File: src/rtl/sprite_draw_engine.sv
// Sprite blitter: walks one sprite frame out of a registered-read ROM and writes every
// opaque, on-screen pixel to the frame buffer, then holds done until the request drops.
module sprite_draw_engine #(
    parameter int SPR_W       = 16,
    parameter int SPR_H       = 16,
    parameter int SCREEN_W    = 160,
    parameter int SCREEN_H    = 120,
    parameter int X_W         = 8,
    parameter int Y_W         = 7,
    parameter int FRAME_W     = 3,
    parameter int COLOR_W     = 3,
    parameter int TRANSPARENT = 0
) (
    input  logic                                      clock,
    input  logic                                      reset,
    input  logic                                      start,
    input  logic [X_W-1:0]                            pos_x,
    input  logic [Y_W-1:0]                            pos_y,
    input  logic [FRAME_W-1:0]                        frame,
    output logic [FRAME_W+$clog2(SPR_W*SPR_H)-1:0]    rom_addr,
    input  logic [COLOR_W-1:0]                        rom_data,
    output logic [X_W-1:0]                            fb_x,
    output logic [Y_W-1:0]                            fb_y,
    output logic [COLOR_W-1:0]                        fb_colour,
    output logic                                      fb_we,
    output logic                                      busy,
    output logic                                      done
);
    localparam int COL_W = $clog2(SPR_W);
    localparam int ROW_W = $clog2(SPR_H);

    typedef enum logic [1:0] {
        S_IDLE,
        S_FETCH,
        S_FLUSH,
        S_DONE
    } state_t;

    state_t             state_q, state_d;
    logic [X_W-1:0]     pos_x_q, pos_x_d;
    logic [Y_W-1:0]     pos_y_q, pos_y_d;
    logic [FRAME_W-1:0] frame_q, frame_d;
    logic [ROW_W-1:0]   row_q, row_d;
    logic [COL_W-1:0]   col_q, col_d;
    logic               valid_q, valid_d;
    // One extra bit so pixels past the right/bottom edge are clipped rather than wrapped
    logic [X_W:0]       sx_q, sx_d;
    logic [Y_W:0]       sy_q, sy_d;

    always_ff @(posedge clock) begin
        if (reset) begin
            state_q <= S_IDLE;
            pos_x_q <= '0;
            pos_y_q <= '0;
            frame_q <= '0;
            row_q   <= '0;
            col_q   <= '0;
            valid_q <= 1'b0;
            sx_q    <= '0;
            sy_q    <= '0;
        end else begin
            state_q <= state_d;
            pos_x_q <= pos_x_d;
            pos_y_q <= pos_y_d;
            frame_q <= frame_d;
            row_q   <= row_d;
            col_q   <= col_d;
            valid_q <= valid_d;
            sx_q    <= sx_d;
            sy_q    <= sy_d;
        end
    end

    always_comb begin
        state_d = state_q;
        pos_x_d = pos_x_q;
        pos_y_d = pos_y_q;
        frame_d = frame_q;
        row_d   = row_q;
        col_d   = col_q;
        valid_d = 1'b0;
        sx_d    = sx_q;
        sy_d    = sy_q;
        case (state_q)
            S_IDLE: begin
                if (start) begin
                    pos_x_d = pos_x;
                    pos_y_d = pos_y;
                    frame_d = frame;
                    row_d   = '0;
                    col_d   = '0;
                    state_d = S_FETCH;
                end
            end
            S_FETCH: begin
                valid_d = 1'b1;
                sx_d    = {1'b0, pos_x_q} + (X_W+1)'(col_q);
                sy_d    = {1'b0, pos_y_q} + (Y_W+1)'(row_q);
                col_d   = col_q + 1'b1;
                if (col_q == COL_W'(SPR_W - 1)) begin
                    row_d = row_q + 1'b1;
                    if (row_q == ROW_W'(SPR_H - 1)) begin
                        state_d = S_FLUSH;
                    end
                end
            end
            S_FLUSH: begin
                state_d = S_DONE;
            end
            S_DONE: begin
                if (!start) begin
                    state_d = S_IDLE;
                end
            end
            default: state_d = S_IDLE;
        endcase
    end

    assign rom_addr  = {frame_q, row_q, col_q};
    assign fb_x      = sx_q[X_W-1:0];
    assign fb_y      = sy_q[Y_W-1:0];
    assign fb_colour = rom_data;
    assign fb_we     = valid_q
                     && (sx_q < (X_W+1)'(SCREEN_W))
                     && (sy_q < (Y_W+1)'(SCREEN_H))
                     && (rom_data != COLOR_W'(TRANSPARENT));
    assign busy      = (state_q == S_FETCH) || (state_q == S_FLUSH);
    assign done      = (state_q == S_DONE);

endmodule

File: config.mk
export PLATFORM = sky130hd
export DESIGN_NAME = sprite_draw_engine
export DESIGN_NICKNAME = d
export VERILOG_FILES = /design/src/rtl/sprite_draw_engine.sv
export SDC_FILE = /design/constraint.sdc
export NUM_CORES = 1
export LEC_CHECK = 0
export ABC_AREA = 0
export ABC_CLOCK_PERIOD_IN_PS = 2200
export CORE_UTILIZATION = 44
export CTS_BUF_LIST = sky130_fd_sc_hd__clkbuf_8 sky130_fd_sc_hd__clkbuf_16
export DETAILED_ROUTE_END_ITERATION = 8
export PLACE_DENSITY_LB_ADDON = 0.1
export SETUP_SLACK_MARGIN = 0.02
export SLEW_MARGIN = 30
export SYNTH_ARGS = -nofsm -noshare
export SYNTH_HDL_FRONTEND = slang
export SYNTH_SLANG_ARGS = --single-unit
File: constraint.sdc
create_clock -name clock -period 2.2 [get_ports clock]
set_clock_uncertainty 0.1 [all_clocks]
set_input_delay 0.33 -clock clock [delete_from_list [all_inputs] [get_ports clock]]
set_output_delay 0.33 -clock clock [all_outputs]
set_load 0.005 [all_outputs]
# Word level (Yosys, flattened, before mapping)
# Index checks and enable logic that the tools add are counted.
# totals
reg_bits	46
input_bits	24
word_cells	45
# op_classes
addsub	4
magnitude_cmp	2
n_eq_ne	9
n_mux	10
reduce_logical	11
# ops
operator	n
4-bit case mux with 2 select lines	2
8-bit by 4-bit adder with 9-bit output	1
9-bit by 8-bit less-than comparator with 1-bit output, second input constant	1
4-bit by 1-bit adder with 4-bit output, second input constant	2
7-bit by 4-bit adder with 8-bit output	1
4-bit == test, second input constant	2
8-bit by 7-bit less-than comparator with 1-bit output, second input constant	1
2-bit 2-to-1 mux	4
4-bit 2-to-1 mux	2
2-bit != test, second input constant	4
2-bit case mux with 4 select lines	1
2-bit == test, second input constant	2
2-bit AND reduction	2
4-bit AND reduction	1
1-bit logical AND	3
3-bit AND reduction	1
3-bit nonzero test	1
2-bit by 1-bit == test with 1-bit output, second input constant	1
2-bit zero test	1
2-bit nonzero test	1
1-bit logical OR	1
1-bit 2-to-1 mux	1

# Logic depth before layout (Yosys ltp)
# depth
depth_word	4
mapped_depth	7

# Least setup slack after synthesis
# No wires, ideal clock.
# synth_path
kind	flip-flop to flip-flop
from	register col_q[0]
to	register sx_q[4]
setup_time_ns	0.132
arrival_time_ns	1.589
required_time_ns	1.968
setup_slack_ns	0.379
path_stages_with_launch	7
n_path_buf	0
period_less_slack_ns	1.821
path_cell_list	dfxtp_1 > ha_1 > fa_1 > a21o_1 > a21oi_1 > mux2i_1 > o21ai_0
# synth_between
elab_chain_len	1
# synth_lines
element	line_no	rtl
start: declaration	44	logic [COL_W-1:0] col_q, col_d;
start signal: assignment	67	col_q <= col_d;
8-bit by 4-bit adder with 9-bit output	97	sx_d = {1'b0, pos_x_q} + (X_W+1)'(col_q);
end signal: assignment	59	sx_q <= '0;
end signal: assignment	69	sx_q <= sx_d;
end: declaration	47	logic [X_W:0] sx_q, sx_d;
# Every way passes these cells.
# A chain may end at the register's enable or synchronous reset.

# Final worst setup path
# layout_path
from	register state_q[0]
to	output busy
# layout_between
elab_chain_len	2
word_cells_on_any_way	3
cone_classes	eq/ne: 2; reduce/logical: 1
# layout_lines
element	line_no	rtl
start: declaration	39	state_t state_q, state_d;
start signal: assignment	62	state_q <= state_d;
2-bit by 1-bit == test with 1-bit output / 2-bit == test (equally long branches)	127	assign busy = (state_q == S_FETCH) || (state_q == S_FLUSH);
1-bit logical OR *	127	
end: declaration	26	output logic busy,
# Mark *: on every way between the ends. The rest lies on a longest branch, timed or not.

==> results.md <==
* Largest net degree at the start of global routing at 33
* Die width at 75.9 µm
* Setup TNS at 0 ns
* Mapped Nets at 330
* Post CTS Setup Buffer Count at 0
* Synth top cells by count: dfxtp_1, nand2_1, a21oi_1, nor2_1, buf_4
* Setup Viol. Count Final at 0
* CTS root buffer: clkbuf_8
* Most frequent cell after synthesis: dfxtp_1
* Crit share post-route at 91.0%
* Switch Pwr at 0.00104 W
* Post-layout util at 58.3%
* Mux contribution to synthesized area at 2.65%
* Clk pwr share at 21.3%
* WHS Endpoint: frame_q[0]
* Number of DRC markers in iteration 0 at 178
* Post-route ant nets at 0
* Reg power frac at 38.8%
* CP Max Fanout at 4
* Initial antenna violation count at 0
* Period minus WS final at 2.00 ns
* Crit path launch type: register
* DR WL/cell at 13.1 µm
* CTS tree: done
* First-pass GRT wire length at 8.89 mm
* Sequential area share after synthesis at 38.3%
* Pint at 0.00191 W
* Crit path DAT at 1.57 ns
* Hold path depth at 2
* #FFs+latches synth at 46
* TritonCTS sink count at 46
* Die area at 5760 µm²
* Mapped Cells at 290
* Top layer in use: met4
* Crit path capture type: primary output
* Net Sw Frac at 35.2%
* Post-DP Area at 2900 µm²
* Vias in the first global route at 1811
* Compound-cell area share of the yosys netlist at 18.3%
* Avg Synthesized Cell Area at 8.29 µm²
* Num ports at 56
* Max-Cap Viols at 0
* Drt first pass iters at 4
* Height of the die at 75.9 µm
* Met2 WL at 2.17 mm
* Port Buffers at 55
* XOR/XNOR Fraction of Synth Area at 1.82%
* DRT met1 WL at 2.74 mm
* Via density at 5.06
* Leading area contributor after synthesis: dfxtp_1
* Hold path start: frame_q[0]
* Routed wl met3 at 260 µm
* R2r worst-path depth at 6
* Area Growth Syn to Fin at 25.5%
* R2R Path End: sx_q[4]
* N_diodes at 0
* Max clock buf depth at 2
* RSZ-0062 raised after global routing: no
* R2r startpoint: col_q[0]
* Final Max Tran Viols at 0
* Clock Latency Late Sink at 0.30 ns
* Post-Syn Area at 2400 µm²
* Leak pwr at 1.16 nW
* Routability cong. at 0.825
* Number of synthesized flops with an enable pin at 0
* Adder-Cell Fraction of Synth Area at 8.95%
* Finished Cell Area at 3020 µm²
* Initial core utilization at 46.5%
* Dpl cells at 392
* Ys Warns at 0
* Main combinational cell family by area after synthesis: simple AND/OR/NAND/NOR gates
* Comb pwr share at 39.9%
* Yosys top cell area share at 38.3%
* Synth area leaders: dfxtp_1, ha_1, nand2_1, a21oi_1, buf_4
* Worst Path Class, Setup: reg2out
* Top FF cell, synth: dfxtp_1
* Htree depth at 2
* Worst slew pin tran at 0.412 ns
* Vias post-DR at 2023
* Clock Pin Slew Worst Setup and Hold Paths at 0.09 ns
* Core region area at 5170 µm²
* Peak VDD IR at 0.428 mV
* FP Rows at 26
* Fin. Hold Viols at 0
* Rel. slew slack at 72.5%
* DR DRC count at 0
* DRT Wirelength at 5.24 mm
* Req. time, crit path at 1.77 ns
* Ys async rst share at 0%
* Nets at 369
* Gr usage total at 19.3%
* DP HPWL at 3.90 mm
* Share of cells above drive strength 1 at 6.67%
* Simple-Gate Fraction of Synth Area at 20.3%
* Layout Cells excl Fill at 400
* Pwr/cell area at 977 nW/µm²
* Netlist cell types at 47
* F_max at 0.500 GHz
* Reg2Reg Setup Slack at 0.24 ns
* CTS buffer count at 5
* Status: complete, no violations
* HP Class: reg2reg
* Hold_ws at 0.359 ns
* Grt ovf at 0
==> timing repair <==
item | CTS | global route
hold endpoints to repair | 0 | 0
setup endpoints to repair | 0 | 1
hold buffers | 0 | 0
resized for setup | 0 | 1
==> final cells by class <==
cell class / instances / area (µm²)
Tap cell: 70 / 87.6
Multi-Input combinational cell: 203 / 1250
Sequential cell: 46 / 921
Timing Repair Buffer: 62 / 603
Clock buffer: 5 / 68.8
Fill cell: 471 / 2160
Clock inverter: 3 / 40.0
Inverter: 11 / 41.3
==> worst max-delay path, stage by stage (launching register included) <==
cell and delay (ns):
dfxtp_1 0.40, inv_1 0.08, ha_1 0.29, clkdlybuf4s50_1 0.50
==> routing by layer <==
metal | global-route usage [%] | up-vias
met3 | 4.22 | 7
met1 | 27.9 | 906
li1 | - | 1062
met5 | 0 | -
met2 | 28.1 | 48
met4 | 6.92 | 0
==> registers in the layout (all words and copies together) (netlist names) <==
name and count:
col_q 4, pos_y_q 7, frame_q 3, state_q 2
row_q 4, valid_q 1, pos_x_q 8, sx_q 9
sy_q 8
==> cell usage in the layout (no fill, tap or decap), types with 3 or more instances in the layout <==
master / synthesis / routed
clkdlybuf4s50_1: 0 / 55
dfxtp_1: 46 / 46
nand2_1: 45 / 45
a21oi_1: 31 / 31
nor2_1: 22 / 22
ha_1: 14 / 14
inv_1: 10 / 10
nand3_1: 10 / 10
o21ai_0: 9 / 9
a211oi_1: 7 / 7
nor3_1: 7 / 7
buf_4: 19 / 7
mux2i_1: 5 / 5
clkbuf_8: 0 / 5
o31ai_1: 4 / 4
a21o_1: 3 / 3
nor2b_1: 4 / 3
and2_1: 3 / 3
xnor2_1: 3 / 3
==> power by group through the flow <==
stage	Combinational, W	Sequential (W)	Clock, W
finish	0.00118	0.00114	0.000627
global route	0.00132	0.00117	0.000682
CTS	0.00119	0.00114	0.000645
detailed placement	0.00118	0.00116	0
global placement	0.00118	0.00116	0
floorplan	0.000810	0.00113	0
==> how the worst max path moves through the flow <==
stage	startpoint	end	slack [ns]
4_1_cts	state_q[0]	busy	0.18
6_report	state_q[0]	busy	0.20
2_1_floorplan	col_q[0]	sx_q[4]	0.38
3_3_place_gp	rom_data[1]	fb_we	0.30
3_5_place_dp	row_q[0]	sy_q[6]	0.26
5_1_grt	row_q[0]	sy_q[6]	0.08
==> metrics by stage <==
| step | worst slack (ns) | power (W) |
|---|---|---|
| finish | 0.199 | 0.00295 |
| global route | 0.0788 | 0.00317 |
| CTS | 0.184 | 0.00297 |
| detailed placement | 0.256 | 0.00234 |
| global placement | 0.296 | 0.00233 |
| floorplan | 0.379 | 0.00194 |
==> cell families (layout without fill, tap and decap cells) <==
logic type,Yosys count,count (layout)
compound gates,70,70
buf+inv,41,81
simple gates,106,106
xor+xnor,5,5
mux,6,6
flops,46,46
fa+ha+maj,16,16
Note: power is estimated with default switching activity, not from simulation.
